<file path="config.mk">
export PLATFORM = sky130hd
export DESIGN_NAME = clock_display_mux
export DESIGN_NICKNAME = d
export VERILOG_FILES = /design/src/rtl/clock_display_pkg.sv /design/src/rtl/clock_display_mux_seg7_decode.sv /design/src/rtl/clock_display_mux.sv
export SDC_FILE = /design/constraint.sdc
export NUM_CORES = 1
export LEC_CHECK = 0
export ABC_AREA = 1
export CAP_MARGIN = 20
export CORE_MARGIN = 2
export CORE_UTILIZATION = 45
export CTS_CLUSTER_DIAMETER = 100
export DETAILED_ROUTE_END_ITERATION = 8
export PLACE_DENSITY = 0.62
export SLEW_MARGIN = 10
export SYNTH_ARGS = -nofsm -noshare
export SYNTH_HDL_FRONTEND = slang
export SYNTH_SLANG_ARGS = --single-unit
</file>
<file path="constraint.sdc">
create_clock -name clk -period 2.98 [get_ports clk]
set_clock_uncertainty 0.05 [all_clocks]
set_input_delay 0.447 -clock clk [delete_from_list [all_inputs] [get_ports clk]]
set_output_delay 0.447 -clock clk [all_outputs]
set_load 0.02 [all_outputs]
</file>
<file path="src/rtl/clock_display_pkg.sv">
// Shared constants and types for the 4-digit multiplexed clock display.
package clock_display_pkg;

    // Active-low segment patterns, bit order {g,f,e,d,c,b,a}.
    localparam logic [6:0] SEG_0     = 7'b1000000;
    localparam logic [6:0] SEG_1     = 7'b1111001;
    localparam logic [6:0] SEG_2     = 7'b0100100;
    localparam logic [6:0] SEG_3     = 7'b0110000;
    localparam logic [6:0] SEG_4     = 7'b0011001;
    localparam logic [6:0] SEG_5     = 7'b0010010;
    localparam logic [6:0] SEG_6     = 7'b0000010;
    localparam logic [6:0] SEG_7     = 7'b1111000;
    localparam logic [6:0] SEG_8     = 7'b0000000;
    localparam logic [6:0] SEG_9     = 7'b0010000;
    localparam logic [6:0] SEG_BLANK = 7'b1111111;

    // Active-low digit enables; bit 0 is the rightmost digit.
    localparam logic [3:0] AN_MU  = 4'b1110;
    localparam logic [3:0] AN_MT  = 4'b1101;
    localparam logic [3:0] AN_HU  = 4'b1011;
    localparam logic [3:0] AN_HT  = 4'b0111;
    localparam logic [3:0] AN_OFF = 4'b1111;

    // Scan slot, in display order.
    typedef enum logic [1:0] {
        SLOT_MU = 2'd0,
        SLOT_MT = 2'd1,
        SLOT_HU = 2'd2,
        SLOT_HT = 2'd3
    } slot_t;

    // Per-frame copy of everything the display needs; only the colon
    // parity of the seconds count is ever shown, so only that bit is kept.
    typedef struct packed {
        logic [3:0] mu;
        logic [3:0] mt;
        logic [3:0] hu;
        logic [3:0] ht;
        logic       sec_lsb;
        logic       blink_mins;
        logic       blink_hours;
    } frame_t;

    function automatic logic [3:0] slot_anode(input slot_t s);
        case (s)
            SLOT_MU: return AN_MU;
            SLOT_MT: return AN_MT;
            SLOT_HU: return AN_HU;
            default: return AN_HT;
        endcase
    endfunction

endpackage

</file>
<file path="src/rtl/clock_display_mux_seg7_decode.sv">
// BCD digit to active-low 7-segment pattern; non-decimal values go dark.
module seg7_decode
    import clock_display_pkg::*;
(
    input  logic [3:0] value,
    output logic [6:0] seg
);

    // Table lookup; out-of-range codes fall through to blank.
    always_comb begin
        // NOTE: default assignment first so every path drives seg (no latch).
        seg = SEG_BLANK;
        case (value)
            4'd0:    seg = SEG_0;
            4'd1:    seg = SEG_1;
            4'd2:    seg = SEG_2;
            4'd3:    seg = SEG_3;
            4'd4:    seg = SEG_4;
            4'd5:    seg = SEG_5;
            4'd6:    seg = SEG_6;
            4'd7:    seg = SEG_7;
            4'd8:    seg = SEG_8;
            4'd9:    seg = SEG_9;
            default: seg = SEG_BLANK;
        endcase
    end

endmodule

</file>
<file path="src/rtl/clock_display_mux.sv">
// Time-multiplexed 4-digit common-anode driver with blinking colon,
// time-set field blinking and optional hours leading-zero suppression.
module clock_display_mux
    import clock_display_pkg::*;
#(
    parameter int REFRESH_DIV  = 100000,
    parameter int BLINK_FRAMES = 125,
    parameter int SUPPRESS_LZ  = 0
) (
    input  logic       clk,
    input  logic       reset,
    input  logic [3:0] minutes_units,
    input  logic [2:0] minutes_tens,
    input  logic [3:0] hours_units,
    input  logic [2:0] hours_tens,
    input  logic [5:0] counter_sec,
    input  logic       blink_mins,
    input  logic       blink_hours,
    output logic [3:0] anode,
    output logic [6:0] seg,
    output logic       dp
);

    localparam int PRE_W = $clog2(REFRESH_DIV);
    localparam int FC_W  = $clog2(BLINK_FRAMES + 1);
    localparam logic [PRE_W-1:0] PRE_LAST = PRE_W'(REFRESH_DIV - 1);
    localparam logic [FC_W-1:0]  FC_TERM  = FC_W'(BLINK_FRAMES - 1);

    logic [PRE_W-1:0] pre;
    slot_t            idx;
    frame_t           snap;
    logic             bph;
    logic [FC_W-1:0]  fcnt;
    logic             running;

    logic   tick;
    logic   frame_wrap;
    logic   phase_flip;
    logic   bph_eff;
    slot_t  next_slot;
    frame_t live;
    frame_t view;
    logic [3:0] digit;
    logic [6:0] digit_seg;
    logic       blank;
    logic       colon;

    // Upper seconds bits carry no display meaning; only the parity drives the colon.
    logic sec_high_unused;
    assign sec_high_unused = ^counter_sec[5:1];

    assign tick       = (pre == PRE_LAST);
    assign frame_wrap = tick && (idx == SLOT_HT);
    assign next_slot  = slot_t'(idx + 2'd1);

    // The first wrap after reset only starts the scan; blink frames are
    // counted from the second wrap on, so the first BLINK_FRAMES frames are lit.
    assign phase_flip = frame_wrap && running && (fcnt == FC_TERM);

    // Slot 0 is loaded on the same edge that updates bph, so it must see the new phase.
    assign bph_eff = phase_flip ? ~bph : bph;

    // Gather live inputs, tens zero-extended to BCD width.
    always_comb begin
        live             = '0;
        live.mu          = minutes_units;
        live.mt          = {1'b0, minutes_tens};
        live.hu          = hours_units;
        live.ht          = {1'b0, hours_tens};
        live.sec_lsb     = counter_sec[0];
        live.blink_mins  = blink_mins;
        live.blink_hours = blink_hours;
    end

    // Slot 0 is loaded on the snapshot edge itself, so it takes the live values.
    assign view = frame_wrap ? live : snap;

    // Select the digit for the slot about to be shown.
    always_comb begin
        digit = view.mu;
        case (next_slot)
            SLOT_MU: digit = view.mu;
            SLOT_MT: digit = view.mt;
            SLOT_HU: digit = view.hu;
            default: digit = view.ht;
        endcase
    end

    seg7_decode u_decode (
        .value (digit),
        .seg   (digit_seg)
    );

    // Decide whether the upcoming slot is blanked and whether the colon is lit.
    always_comb begin
        blank = 1'b0;
        if (!bph_eff) begin
            if ((next_slot == SLOT_MU || next_slot == SLOT_MT) && view.blink_mins)
                blank = 1'b1;
            if ((next_slot == SLOT_HU || next_slot == SLOT_HT) && view.blink_hours)
                blank = 1'b1;
        end
        if (SUPPRESS_LZ != 0 && next_slot == SLOT_HT && view.ht == 4'd0)
            blank = 1'b1;
        colon = (next_slot == SLOT_HU) && !view.sec_lsb && !blank;
    end

    // Refresh prescaler: one tick per digit slot.
    always_ff @(posedge clk or posedge reset) begin
        if (reset)
            pre <= '0;
        else if (tick)
            // NOTE: sequential state uses non-blocking assignment so every
            // register samples pre-edge values regardless of block ordering.
            pre <= '0;
        else
            pre <= pre + PRE_W'(1);
    end

    // Digit index, parked at the last slot so the first tick shows slot 0.
    always_ff @(posedge clk or posedge reset) begin
        if (reset)
            idx <= SLOT_HT;
        else if (tick)
            idx <= next_slot;
    end

    // Frame snapshot, taken once per frame on the wrap to slot 0.
    always_ff @(posedge clk or posedge reset) begin
        if (reset)
            // NOTE: the snapshot is plain flops, so clearing it on reset is cheap
            // and keeps blink/colon decisions defined before the first frame.
            snap <= '0;
        else if (frame_wrap)
            snap <= live;
    end

    // Blink phase and completed-frame counter.
    always_ff @(posedge clk or posedge reset) begin
        if (reset) begin
            bph     <= 1'b1;
            fcnt    <= '0;
            running <= 1'b0;
        end else begin
            if (tick)
                running <= 1'b1;
            if (frame_wrap && running) begin
                if (fcnt == FC_TERM) begin
                    fcnt <= '0;
                    bph  <= ~bph;
                end else begin
                    fcnt <= fcnt + FC_W'(1);
                end
            end
        end
    end

    // Registered display outputs, updated only at slot boundaries.
    always_ff @(posedge clk or posedge reset) begin
        if (reset) begin
            anode <= AN_OFF;
            seg   <= SEG_BLANK;
            dp    <= 1'b1;
        end else if (tick) begin
            anode <= blank ? AN_OFF : slot_anode(next_slot);
            seg   <= blank ? SEG_BLANK : digit_seg;
            dp    <= ~colon;
        end
    end

endmodule
</file>
==> qor.txt, run 1 <==
Cell Pwr Density = 440 nW/um^2
IO buf count = 30
drt pass-1 iters = 4
Setup TNS Final = 0 ns
first-pass GRT wire length = 10,800 um
cts hold-fix bufs = 0
CP endpoint kind = flop
post-synth cell types = 35
commonest non-fill, non-tap cells in the layout = nand2_1 (81), inv_1 (66), nor2_1 (52)
Via density = 4.69
gr usage total = 18.4%
max-slew violation count = 0
sequential group share of total power = 47.7%
final weighted congestion in routability-driven placement = 0.803
WL/cell = 12.1 um
Period Utilization, post-route = 91.2%
Nets = 467
remaining global-route overflow = 0
Setup CP Type = flop to flop
mapped cell area = 3170 sq um
CP Max Fanout = 18
sequential-to-total area share from yosys stat = 47.2%
crit-path leading delay family = simple AND/OR/NAND/NOR gates
status = finished clean
Num Clock Sinks = 59
Starting Density = 46.6%
post-synthesis area per instance = 8.16 sq um
Total Power = 1680 uW
Post-CTS Repair Setup Buffers = 0
warnings from Yosys = 0
CP required = 3.21 ns
via count = 2,487
maximum root-to-sink buffer count = 2
maxcap violations = 0
combinational group share of total power = 2.9%
CP max-delay cell = dfrtp_1
CP Data Arrival Time = 2.95 ns
CP peak stage delay = 0.39 ns
post-CTS sizing = 0
VDD IR max = 0.259 mV
Least-Margin Pin Slew = 0.548 ns
clk root buf = clkbuf_8
Core Footprint = 6790 sq um
syn_nets = 426
Clock Power Share = 49.4%
DRC violations left = 0
sw frac = 21.5%
clock slew at reported path FFs = 0.08 ns
P_int = 1320 uW
Worst Hold Class = input port to async pin
Setup WS pre-CTS = 0.273 ns
leakage = 0.00192 uW
synthesis-stage register bit count = 59
leading cell type in the layout, fill and taps excluded = nand2_1
die span in y = 87.9 um
Inserted Clock Buffers = 9
fillers = 596
die area = 7720 sq um
worst path cell trace = ha_1 -> nand2_2 -> nor2_4 -> nand2_2 -> nor2_4 -> nand3_4 -> inv_1 -> or2_2 -> nand2_1 -> nand2_1 -> o21ai_2 -> inv_1 -> ha_1 -> inv_1 -> nand3_1 -> nand2_1 -> nor2_1 -> nor2_1 -> nor2_1
TritonCTS clock tree = done
fmax = 0.368 GHz
Worst setup startpoint = pre[0]
antenna viol nets, final = 0
Setup violations, final = 0
worst skew pair latency = 0.35 ns
IO Pins = 36
DPL Wire Length = 4400 um
worst path bufs/invs = 3
die width = 87.9 um
Final Hold Fails = 0
P_sw = 362 uW
Tmin final = 2.72 ns
Initial DRC Count = 143
initial antenna violation count = 0
synth-to-layout area growth = 20.8%
H-tree depth = 3
vias in the first global route = 2,314
Worst setup SP type = flop
Final WS setup = 0.261 ns
largest net degree at the start of global routing = 60
cell count after synthesis = 388
Rows = 30
n_diodes = 0
Slew HR = 63.4%
Routed Wire Length = 6410 um
layout cell share with drive strength beyond 1 = 15.0%
RSZ-0062 raised after global routing = false
RR Startpoint = pre[0]
## path summary, 6_finish.rpt
check | slack [ns] | end | cells after the start
worst max register to register | 0.26 | seg[6] | 19
min in group clk | 0.41 | running | 2
worst min-delay path | 0.40 | fcnt[4] | 3
worst min register to register | 0.41 | running | 2
worst max-delay path | 0.26 | seg[6] | 19
max in group asynchronous | 2.13 | anode[1] | 3
## cells by family (layout without fill, tap and decap cells)
family | after synthesis | after routing | synth area share (%)
XOR/XNOR | 5 | 5 | 1.38
buffers and inverters | 73 | 119 | 9.36
multiplexers | 1 | 1 | 0.356
adder cells (fa/ha/maj) | 14 | 14 | 5.53
AND/OR/NAND/NOR | 202 | 202 | 29.4
flip-flops | 59 | 59 | 47.2
AO/OA/AOI/OAI | 34 | 34 | 6.80
## registers in the layout (all words and copies together) (netlist names)
register  cells
pre          17
anode         4
idx           2
seg           7
fcnt          7
bph           1
dp            1
running       1
snap         19
## metal layers
layer	routed length [um]	part of all wire, %	up-vias	track usage (%)
met4	95	1.5	0	7.97
met2	2890	45	42	27.3
met3	212	3.3	9	4.81
li1	-	-	1294	-
met5	0	0	-	0
met1	3210	50	1142	25.4
## through the flow
step	utilization, %	hold WS, ns	instances	cell area (sq um)
floorplan	-	0.373	388	3170
global placement	53.0	0.383	514	3600
detailed placement	53.0	0.386	514	3600
CTS	56.3	0.406	530	3830
global route	56.3	0.422	530	3830
finish	56.3	0.403	530	3830
## tightest hold or removal path, cell delays in order
cell,delay (ns)
clkdlybuf4s50_1,0.41
inv_2,0.07
buf_12,0.27
## Yosys cell counts, drive strengths merged
| cell | count | area, sq um |
|---|---|---|
| a21oi | 15 | 86.3 |
| a31oi | 2 | 12.5 |
| and2 | 3 | 18.8 |
| buf | 6 | 45.0 |
| dfrtp | 44 | 1100 |
| dfstp | 15 | 394 |
| ha | 14 | 175 |
| inv | 67 | 251 |
| mux2 | 1 | 11.3 |
| nand2 | 95 | 392 |
| nand3 | 17 | 97.6 |
| nand3b | 1 | 7.51 |
| nand4 | 15 | 93.8 |
| nor2 | 56 | 230 |
| nor3 | 8 | 45.0 |
| nor3b | 1 | 7.51 |
| nor4 | 3 | 18.8 |
| o21a | 3 | 22.5 |
| o21ai | 11 | 58.8 |
| o21bai | 2 | 26.3 |
| o41ai | 1 | 8.76 |
| or2 | 3 | 18.8 |
| xnor2 | 1 | 8.76 |
| xor2 | 4 | 35.0 |
## layout make-up
class	instances	area, sq um	area share, %
Tap cell	96	120	3.14
Clock inverter	6	88.8	2.32
Sequential cell	59	1500	39.1
Timing Repair Buffer	36	358	9.35
Multi-Input combinational cell	256	1380	35.9
Inverter	67	251	6.57
Clock buffer	10	138	3.60
## power groups by stage
stage	registers (uW)	clock network (uW)	logic (uW)
finish	804	831	49.0
global route	804	887	54.3
CTS	804	851	50.5
detailed placement	818	0	50.1
global placement	818	0	50.0
floorplan	819	0	14.3
Power figures use the tool's default switching activity.
==> run 2, diff against run 1 <==
Settings changed: GPL_TIMING_DRIVEN from default to 0, PLACE_DENSITY 0.62 to 0.65.
==> run 2 against run 1 <==
Compared with the run above: critical path depth is 1 lower; utilization is 0.88 points lower; routed wire length is 0.23% higher; worst setup slack better by 0.10 ns; critical endpoint unchanged; sequential power hardly changed.
==> qor.txt, run 2 (synthesis results as in run 1) <==
CP peak stage delay = 0.37 ns (-0.02 ns)
leading cell type in the layout, fill and taps excluded = nand2_1
synth-to-layout area growth = 18.9%
DPL Wire Length = 4480 um (+1.9%)
Tmin final = 2.62 ns (-0.103 ns)
Top reg by flops = snap
Placed Cells = 514 (unchanged)
Final WS setup = 0.364 ns (+0.103 ns)
first-pass GRT wire length = 11,000 um (+1.8%)
area of the multi-input gates = 1380 sq um (+0.36%)
via count = 2,487 (unchanged)
worst path bufs/invs = 3 (unchanged)
max-slew violation count = 0 (unchanged)
Core Footprint = 6790 sq um (unchanged)
final weighted congestion in routability-driven placement = 0.865 (+7.7%)
post-route cell area = 3770 sq um (-1.6%)
Final Hold Fails = 0 (unchanged)
Inserted Clock Buffers = 9 (unchanged)
fmax = 0.382 GHz (+3.9%)
maxcap violations = 0 (unchanged)
largest net degree at the start of global routing = 60 (unchanged)
cts hold-fix bufs = 0 (unchanged)
Cell Pwr Density = 391 nW/um^2 (-11%)
TritonCTS clock tree = done
RSZ-0062 raised after global routing = false
CP required = 3.20 ns (about the same)
die span in y = 87.9 um (unchanged)
Via density = 4.68 (-0.19%)
Nets = 468 (+0.21%)
H-tree depth = 3 (unchanged)
CP Max Fanout = 10 (-8)
status = finished clean
DRC violations left = 0 (unchanged)
worst skew pair latency = 0.34 ns (about the same)
Fin Hold WS = 0.407 ns (+0.00465 ns)
crit-path leading delay family = simple AND/OR/NAND/NOR gates
vias in the first global route = 2,349 (+1.5%)
leakage = 0.00189 uW (-1.4%)
IO Pins = 36 (unchanged)
Setup WS pre-CTS = 0.309 ns (+0.0359 ns)
n_diodes = 0 (unchanged)
max FFs per register = 19 (unchanged)
Period Utilization, post-route = 87.8% (-3.5 points)
VDD IR max = 0.256 mV (-0.98%)
Initial DRC Count = 97 (-32%)
final core utilization = 55.4% (-0.88 points)
Rows = 30 (unchanged)
IO buf count = 30 (unchanged)
Worst Hold Class = flop to flop
most frequent CP cell = nor2_1
commonest non-fill, non-tap cells in the layout = nand2_1 (81), inv_1 (65), nor2_1 (51)
Setup CP Type = flop to flop
worst path cell trace = ha_2 -> nand2_2 -> nor2_4 -> nand2_2 -> nor2_4 -> buf_6 -> nand4_1 -> nand3_1 -> nand2_1 -> o21ai_2 -> inv_1 -> ha_1 -> inv_1 -> nand3_1 -> nand2_1 -> nor2_1 -> nor2_1 -> nor2_1
CP max-delay cell = dfrtp_1
initial antenna violation count = 0 (unchanged)
Starting Density = 46.6% (unchanged)
clk root buf = clkbuf_8
gr usage total = 18.7% (+0.37 points)
biggest regs = snap x19, pre x17
Setup violations, final = 0 (unchanged)
CP endpoint kind = flop
non-filler cells, final = 531 (+0.19%)
remaining global-route overflow = 0 (unchanged)
CP Data Arrival Time = 2.83 ns (-0.12 ns)
layout cell share with drive strength beyond 1 = 14.5% (-0.49 points)
clock slew at reported path FFs = 0.06 ns (-0.02 ns)
Slew HR = 52.1% (-11 points)
maximum root-to-sink buffer count = 2 (unchanged)
Num Clock Sinks = 59 (unchanged)
drt pass-1 iters = 4 (unchanged)
antenna viol nets, final = 0 (unchanged)
Routed Wire Length = 6430 um (+0.23%)
Worst setup SP type = flop
placed cell areas = 3590 sq um (-0.28%)
Least-Margin Pin Slew = 0.719 ns (+0.171 ns)
WL/cell = 12.1 um (about the same)
fillers = 644 (+8.1%)
Reg area = 1500 sq um (unchanged)
die area = 7720 sq um (unchanged)
die width = 87.9 um (unchanged)
## run 2: repair_timing
item                       4_1_cts  5_1_grt
buffers inserted                 0        1
setup endpoints to repair        0        5
gates resized for setup          0        4
## run 2: report_power, final
group          total [uW]  internal (uW)  switching (uW)
Clock                 622            327             295
Combinational        45.6           23.3            22.2
Sequential            805            804           0.635
Total                1470           1150             318
## run 2: worst min-delay path, delay by kind of cell (launching register included)
| kind | cells | cell delay, ns |
|---|---|---|
| DFF | 1 | 0.33 |
| buffers and inverters | 1 | 0.05 |
| and+or+nand+nor | 1 | 0.05 |
## run 2: final cells by class
class / count / area share [%]
Sequential cell: 59 / 39.7
Timing Repair Buffer: 31 / 8.17
Buffer: 6 / 1.30
Tap cell: 96 / 3.19
Clock buffer: 16 / 4.25
Inverter: 67 / 6.74
Multi-Input combinational cell: 256 / 36.6
## run 2: path summary, 6_finish.rpt
path | start | endpoint | slack [ns] | cells after the start
max in group asynchronous | reset | pre[3] | 1.87 | 2
min reg2reg | running | running | 0.41 | 2
min | running | running | 0.41 | 2
max reg2reg | pre[0] | seg[6] | 0.36 | 18
min in group asynchronous | reset | fcnt[2] | 0.53 | 2
max | pre[0] | seg[6] | 0.36 | 18
## run 2: per-layer routing
| metal | GRT usage, % | vias up | part of all wire [%] |
|---|---|---|---|
| li1 | - | 1293 | - |
| met1 | 26.1 | 1141 | 50 |
| met2 | 28.0 | 44 | 44 |
| met3 | 6.79 | 9 | 4.8 |
| met4 | 4.48 | 0 | 1.0 |
| met5 | 0 | - | 0 |
## run 2: through the flow
stage | TNS, ns | power [uW]
floorplan | 0 | 834
CTS | 0 | 1490
global route | 0 | 1530
global placement | -3.90 | 865
finish | 0 | 1470
detailed placement | 0 | 866
